$ cat src/rtl/polaris_fetch_queue.sv
// Instruction prefetch unit: owns the fetch PC, strobes the I bus one request at a time,
// and queues fetched words (or a misaligned-redirect fault) for the sequencer.
module polaris_fetch_queue #(
  parameter int          XLEN      = 64,
  parameter int          DEPTH     = 4,
  parameter logic [63:0] RESET_VEC = 64'hFFFF_FFFF_FFFF_FF00
) (
  input  logic                   clk_i,
  input  logic                   reset_i,
  input  logic                   redirect_i,
  input  logic [XLEN-1:0]        redirect_pc_i,
  output logic [XLEN-1:0]        iadr_o,
  output logic [1:0]             isiz_o,
  output logic                   istb_o,
  input  logic                   iack_i,
  input  logic [31:0]            idat_i,
  output logic                   ivalid_o,
  output logic [31:0]            iinst_o,
  output logic [XLEN-1:0]        ipc_o,
  output logic                   ifault_o,
  input  logic                   iready_i,
  output logic [$clog2(DEPTH):0] count_o
);

  localparam int AW = $clog2(DEPTH);
  localparam int CW = AW + 1;
  localparam logic [CW-1:0] FULL_CNT = CW'(DEPTH);

  typedef enum logic {FETCH, HALT} state_t;

  state_t          state_q, state_d;
  logic [XLEN-1:0] fpc_q;
  logic [AW-1:0]   rd_ptr_q, wr_ptr_q;
  logic [CW-1:0]   count_q;

  logic            fault_mem [DEPTH];
  logic [XLEN-1:0] pc_mem    [DEPTH];
  logic [31:0]     inst_mem  [DEPTH];

  logic strobe, accept, pop, misaligned, head_vld;

  always_comb begin
    state_d    = state_q;
    misaligned = (redirect_pc_i[1:0] != 2'b00);
    strobe     = (state_q == FETCH) && (count_q != FULL_CNT) && !redirect_i && reset_i;
    accept     = strobe && iack_i;
    head_vld   = reset_i && (count_q != '0);
    // Redirect outranks both the bus ack and the sequencer pop.
    pop        = head_vld && iready_i && !redirect_i;
    if (redirect_i) begin
      state_d = misaligned ? HALT : FETCH;
    end
  end

  always_ff @(posedge clk_i) begin
    if (!reset_i) begin
      state_q  <= FETCH;
      fpc_q    <= RESET_VEC[XLEN-1:0];
      rd_ptr_q <= '0;
      wr_ptr_q <= '0;
      count_q  <= '0;
    end else begin
      state_q <= state_d;
      if (redirect_i) begin
        rd_ptr_q <= '0;
        if (misaligned) begin
          wr_ptr_q <= AW'(1);
          count_q  <= CW'(1);
        end else begin
          wr_ptr_q <= '0;
          count_q  <= '0;
          fpc_q    <= redirect_pc_i;
        end
      end else begin
        if (accept) begin
          wr_ptr_q <= wr_ptr_q + AW'(1);
          fpc_q    <= fpc_q + XLEN'(4);
        end
        if (pop) begin
          rd_ptr_q <= rd_ptr_q + AW'(1);
        end
        if (accept && !pop) begin
          count_q <= count_q + CW'(1);
        end else if (pop && !accept) begin
          count_q <= count_q - CW'(1);
        end
      end
    end
  end

  // Entry storage carries no reset; count_q alone decides what is valid.
  always_ff @(posedge clk_i) begin
    if (redirect_i) begin
      if (misaligned) begin
        fault_mem[0] <= 1'b1;
        pc_mem[0]    <= redirect_pc_i;
        inst_mem[0]  <= '0;
      end
    end else if (accept) begin
      fault_mem[wr_ptr_q] <= 1'b0;
      pc_mem[wr_ptr_q]    <= fpc_q;
      inst_mem[wr_ptr_q]  <= idat_i;
    end
  end

  assign istb_o   = strobe;
  assign iadr_o   = strobe ? fpc_q : '0;
  assign isiz_o   = strobe ? 2'b10 : 2'b00;
  assign ivalid_o = head_vld;
  assign ipc_o    = head_vld ? pc_mem[rd_ptr_q] : '0;
  assign iinst_o  = head_vld ? inst_mem[rd_ptr_q] : '0;
  assign ifault_o = head_vld && fault_mem[rd_ptr_q];
  assign count_o  = reset_i ? count_q : '0;

endmodule

$ cat config.mk
export PLATFORM = sky130hd
export DESIGN_NAME = polaris_fetch_queue
export DESIGN_NICKNAME = d
export VERILOG_FILES = /design/src/rtl/polaris_fetch_queue.sv
export SDC_FILE = /design/constraint.sdc
export NUM_CORES = 1
export LEC_CHECK = 0
export ABC_CLOCK_PERIOD_IN_PS = 25500
export CAP_MARGIN = 0
export CORE_ASPECT_RATIO = 1.25
export CORE_UTILIZATION = 56
export DETAILED_ROUTE_END_ITERATION = 7
export PLACE_DENSITY_LB_ADDON = 0.05
export RECOVER_POWER = 50
export SLEW_MARGIN = 20
export SYNTH_ARGS = -nofsm -noshare
export SYNTH_HDL_FRONTEND = slang
export SYNTH_SLANG_ARGS = --single-unit
$ cat constraint.sdc
create_clock -name clk_i -period 25.5 [get_ports clk_i]
set_input_delay 2.55 -clock clk_i [delete_from_list [all_inputs] [get_ports clk_i]]
set_output_delay 2.55 -clock clk_i [all_outputs]
set_load 0.03 [all_outputs]
* After elaboration in Yosys (flattened, before gate mapping)
Memory sizes are Yosys's and may differ from the RTL's. A register that Yosys moved wholly into a read port is not among the register bits.
Index checks and enable logic that the tools add are counted.
** Operators by class
- Bitwise logic cells :: 2
- Add/sub/neg operators :: 5
- Muxes and demuxes :: 36
- Reductions and logical operators :: 22
- Eq/ne operators :: 2
** Operator list (number)
- $mux W64 :: 6
- $add A64 B3 Y64 const B :: 1
- $mux W32 :: 2
- $reduce_or A64 Y1 :: 1
- $reduce_or A32 Y1 :: 1
- $mux W2 :: 12
- $mux W1 :: 12
- $mux W3 :: 4
- $logic_and A1 B1 Y1 :: 10
- $reduce_bool A3 Y1 :: 2
- $add A2 B1 Y2 const B :: 2
- $reduce_bool A2 Y1 :: 2
- $add A3 B1 Y3 const B :: 1
- $logic_not A1 Y1 :: 3
- $ne A3 B3 Y1 const B :: 1
- $sub A3 B1 Y3 const B :: 1
- $ne A2 B2 Y1 const B :: 1
- $not A1 Y1 :: 2
- $reduce_and A2 Y1 :: 1
- $reduce_or A2 Y1 :: 1
- $reduce_or A1 Y1 :: 1
** Word-level totals
- Logic and storage cells :: 75
- Input bits :: 101
- Register bits after elaboration :: 72
- RAM bits :: 388
- Memories kept :: 3
- Output and inout port bits :: 168
** Memories
- pc_mem :: words 4, bits a word 64, rd ports 1, clocked after Yosys merged registers in 1, wr ports 1, RTL line 37 : logic [XLEN-1:0] pc_mem [DEPTH];
- inst_mem :: words 4, bits a word 32, rd ports 1, clocked after Yosys merged registers in 1, wr ports 1, RTL line 38 : logic [31:0] inst_mem [DEPTH];
- fault_mem :: words 4, bits a word 1, rd ports 1, clocked after Yosys merged registers in 1, wr ports 1, RTL line 36 : logic fault_mem [DEPTH];

* Logic depth before layout (Yosys ltp)
- Depth after elaboration :: 10
- Mapped depth :: 11
- Mapped depth without buffers :: 8

* Worst setup path before layout
Ideal clock, no wire load.
- Path type :: input-to-reg
- Start :: in redirect_i
- End :: mem fault_mem[0], enable pin
- Setup slack :: 14.002 ns
- Data required time :: 24.799 ns
- Buffers on the path :: 2
- Library setup time :: 0.701 ns
- Cell stages on the path :: 6
- Arrival time :: 10.797 ns
- Path through :: and4bb_2 -> and2_1 -> buf_2 -> clkinv_1 -> clkbuf_1 -> o32ai_1
** Between the ends
- Cells in the longest elaborated chain, start to end :: 9
- Elaborated cells on any way between the ends :: 12
- Classes of those cells :: 7 x mux; 5 x reduce/logical
** RTL lines
- start, declared :: RTL line 10 : input logic redirect_i,
- $logic_not A1 Y1 :: RTL line 45 : strobe = (state_q == FETCH) && (count_q != FULL_CNT) && !redirect_i && reset_i;
- $logic_and A1 B1 Y1 (2 in series) :: RTL line 45
- $logic_and A1 B1 Y1 :: RTL line 46 : accept = strobe && iack_i;
- $mux W1 :: RTL line 99 : end else if (accept) begin
- $mux W1 :: RTL line 93 : if (redirect_i) begin
- $mux W1 (implied by the code) :: RTL line 100 : fault_mem[wr_ptr_q] <= 1'b0;
- $reduce_or A1 Y1 (no source line)
- $mux W2 (no source line) / $mux W1 (equally long branches)
- end, declared :: RTL line 36
Several ways; a longest one is shown, not always the timed one.

* Final worst setup path
- Start :: in reset_i
- End :: mem fault_mem[2], enable pin
** Between the ends
- Cells in the longest elaborated chain, start to end :: 7
- Elaborated cells on any way between the ends :: 8
- Classes of those cells :: 5 x mux; 3 x reduce/logical
** RTL lines
- start, declared :: RTL line 9 : input logic reset_i,
- $logic_and A1 B1 Y1 * :: RTL line 45
- $logic_and A1 B1 Y1 * :: RTL line 46
- $mux W1 * :: RTL line 99
- $mux W1 * :: RTL line 93
- $mux W1 (implied by the code) * :: RTL line 100
- $reduce_or A1 Y1 (no source line)
- $mux W2 (no source line) / $mux W1 (equally long branches)
Mark *: on every way between the ends. The rest lies on a longest branch, timed or not.

==> results.yml <==
global_routing:
  grt.total_usage_pct: 27.8
  gr-total-overflow: 0
  grt_pass1_vias: 13500
  grt_max_degree: 102
  antenna_found_initial: 6
  grt_pass1_wl_mm: 78.8
cells_and_area:
  area_growth_pct: 21.4
  drive_gt1_share_pct: 11.4
  nNetsFinal: 1839
  layout_common_cells: "edfxtp_1, clkdlybuf4s50_1, nand2_1, and2_1, mux4_2"
  fillers: 2460
  final_util_pct: 69.5
  final_area_sq_um: 24900
  instances_no_fill: 2247
  layout_commonest_cell: "edfxtp_1"
run:
  cap_violations: 9
synthesis:
  yosysSeqAreaShare_pct: 64.1
  yosysTopAreaCellShare_pct: 56.9
  synthFlopType: "edfxtp_1"
  ys_ff_latch: 462
  synth_cells: 1513
  ys_types: 68
  async_flop_share_pct: 0
  yosys_warnings: 0
  synth_nets: 1616
  synth_area_leader_cell: "edfxtp_1"
  yosys-top-cells-area: "edfxtp_1, mux4_2, dfxtp_1"
  synth-edff-count: 388
  avgSynthCellArea_sq_um: 13.5
  syn-cell-area_sq_um: 20500
clock_network:
  cts_tree: "done"
  cts.htree.levels: 2
  clk_path_buf_depth: 3
  cts_resized: 0
  cts_made_buffers: 44
  clock-sinks: 462
  post_cts_buffers: 0
  cts_hold_buffers: 0
  path_clk_slew_ps: 60
  root_buffer: "clkbuf_16"
  clk_latency_ps: 560
timing:
  fin_crit_ps: 12720
  rsz0062_at_grt: "no"
  fin_crit_sh_pct: 49.9
  finalSetupTns_ps: 0
  slew_viol_final: 500
  fmax_mhz: 78.6
  finClkSkew_ps: 24.1
  whs_ps: 513
  setup_violations: 0
  worst_pin_slew_ps: 4440
  setup_ws_ps: 12780
  finalHoldViolations: 0
  max_slew_margin_pct: -196
power_and_ir_drop:
  ir_drop_mv: 0.0575
  leakagePower_nw: 8.82
  pwr_density_cell_nw_per_um2: 67.5
  power_mw: 1.68
route:
  wl_per_cell_um: 22.9
  drt.antenna.violating_nets: 0
  totalWireLength_mm: 51.4
  first_pass_iters: 5
  routed-via-count: 13700
  drc: 0
  dr.first_iter.drc_count: 1245
  viasPerCell: 6.08
placement:
  placed_area_sq_um: 23500
  dpl_worst_slack_ps: 17590
  dp_cells: 2164
  portBuffers: 267
  post-dp-hpwl_mm: 31.2
  place.gp.congestion: 0.856
critical_path:
  cp-end-kind: "flip-flop"
  start_kind: "input pin"
  critPathKind: "in2reg"
  critPathRequiredTime_ps: 25660
  path_max_fanout: 74
  crit_arrival_ps: 12880
die:
  core_area_sq_um: 35700
  rows: 77
  fp.dieH_um: 216
  start_util_pct: 57.3
  die_w_um: 173
  die-area_sq_um: 37300
  io_pins: 269
status:
  violations: "capacitance limit, slew limit"
  status: "finished with violations"
hold_path:
  hp-class: "reg2reg"
-- power breakdown --
| part | leakage [nW] | internal (mW) | switching, mW |
|---|---|---|---|
| clock network | 0.674 | 0.365 | 0.273 |
| logic | 3.79 | 0.0774 | 0.107 |
| registers | 4.36 | 0.840 | 0.0145 |
-- worst paths after layout --
kind,cells after the start,slack (ps),endpoint,start
worst max register to register,8,17140,fpc_q[28]$_SDFFE_PN1P_,state_q$_SDFFE_PN0P_
worst min register to register,2,510,state_q$_SDFFE_PN0P_,state_q$_SDFFE_PN0P_
worst min-delay path,2,510,state_q$_SDFFE_PN0P_,state_q$_SDFFE_PN0P_
worst max-delay path,8,12780,fault_mem[2]$_DFFE_PP_,reset_i
-- cell type report --
type	count	area (sq um)	area share, %
sequential	462	13100	52.9
multi-input combinational	926	6870	27.6
timing repair buffer	287	2790	11.2
clock buffer	55	1160	4.68
tap	474	593	2.39
clock inverter	25	233	0.936
inverter	15	56.3	0.227
antenna	3	7.51	0.0302
-- synthesized netlist by cell type (5+ instances only) --
master      n
o22ai_1    25
inv_1      14
nor2b_1     5
mux2i_1     9
buf_1       9
or3_1      12
buf_2      21
a31oi_1     7
and3_1     47
o21ai_0    41
o211ai_1    6
clkbuf_1   74
a22oi_1     8
a311oi_1    9
a21oi_1    21
dfxtp_1    74
o31ai_1     9
and2_1    172
edfxtp_1  388
nand3_1    28
nor4_1     16
mux4_2     97
nor3_1     26
a211oi_1   13
nand4_1    19
nand2_1   238
nor2_1     52
-- cells by family after synthesis --
| logic type | count (synthesis) | synth area share (%) |
|---|---|---|
| AO/OA/AOI/OAI | 170 | 5.57 |
| XOR/XNOR | 4 | 0.171 |
| adder cells (fa/ha/maj) | 2 | 0.159 |
| buffers and inverters | 125 | 2.50 |
| flip-flops | 462 | 64.1 |
| multiplexers | 110 | 11.3 |
| other | 1 | 0.0183 |
| AND/OR/NAND/NOR | 639 | 16.1 |
-- worst max-delay path: stages --
cell	delay, ps
buf_2	80
clkbuf_1	2480
and4bb_1	1380
and2_0	1820
clkinv_1	330
nor2_1	270
and2_0	2850
buf_4	1010
-- layer usage --
layer  vias to the layer above  part of all wire [%]  GRT usage [%]
li1                       6168                     -              -
met1                      6824                    40           36.6
met2                       578                    50           46.5
met3                        92                   7.6           5.21
met4                         8                   2.8           9.59
met5                         -                  0.11              0
-- state kept, by name (all words and copies together) (netlist names), named ones only --
signal,flops
fault_mem,4
inst_mem,128
wr_ptr_q,2
state_q,1
count_q,3
fpc_q,64
pc_mem,256
rd_ptr_q,2
No activity file was read; power rests on OpenSTA's default activity.
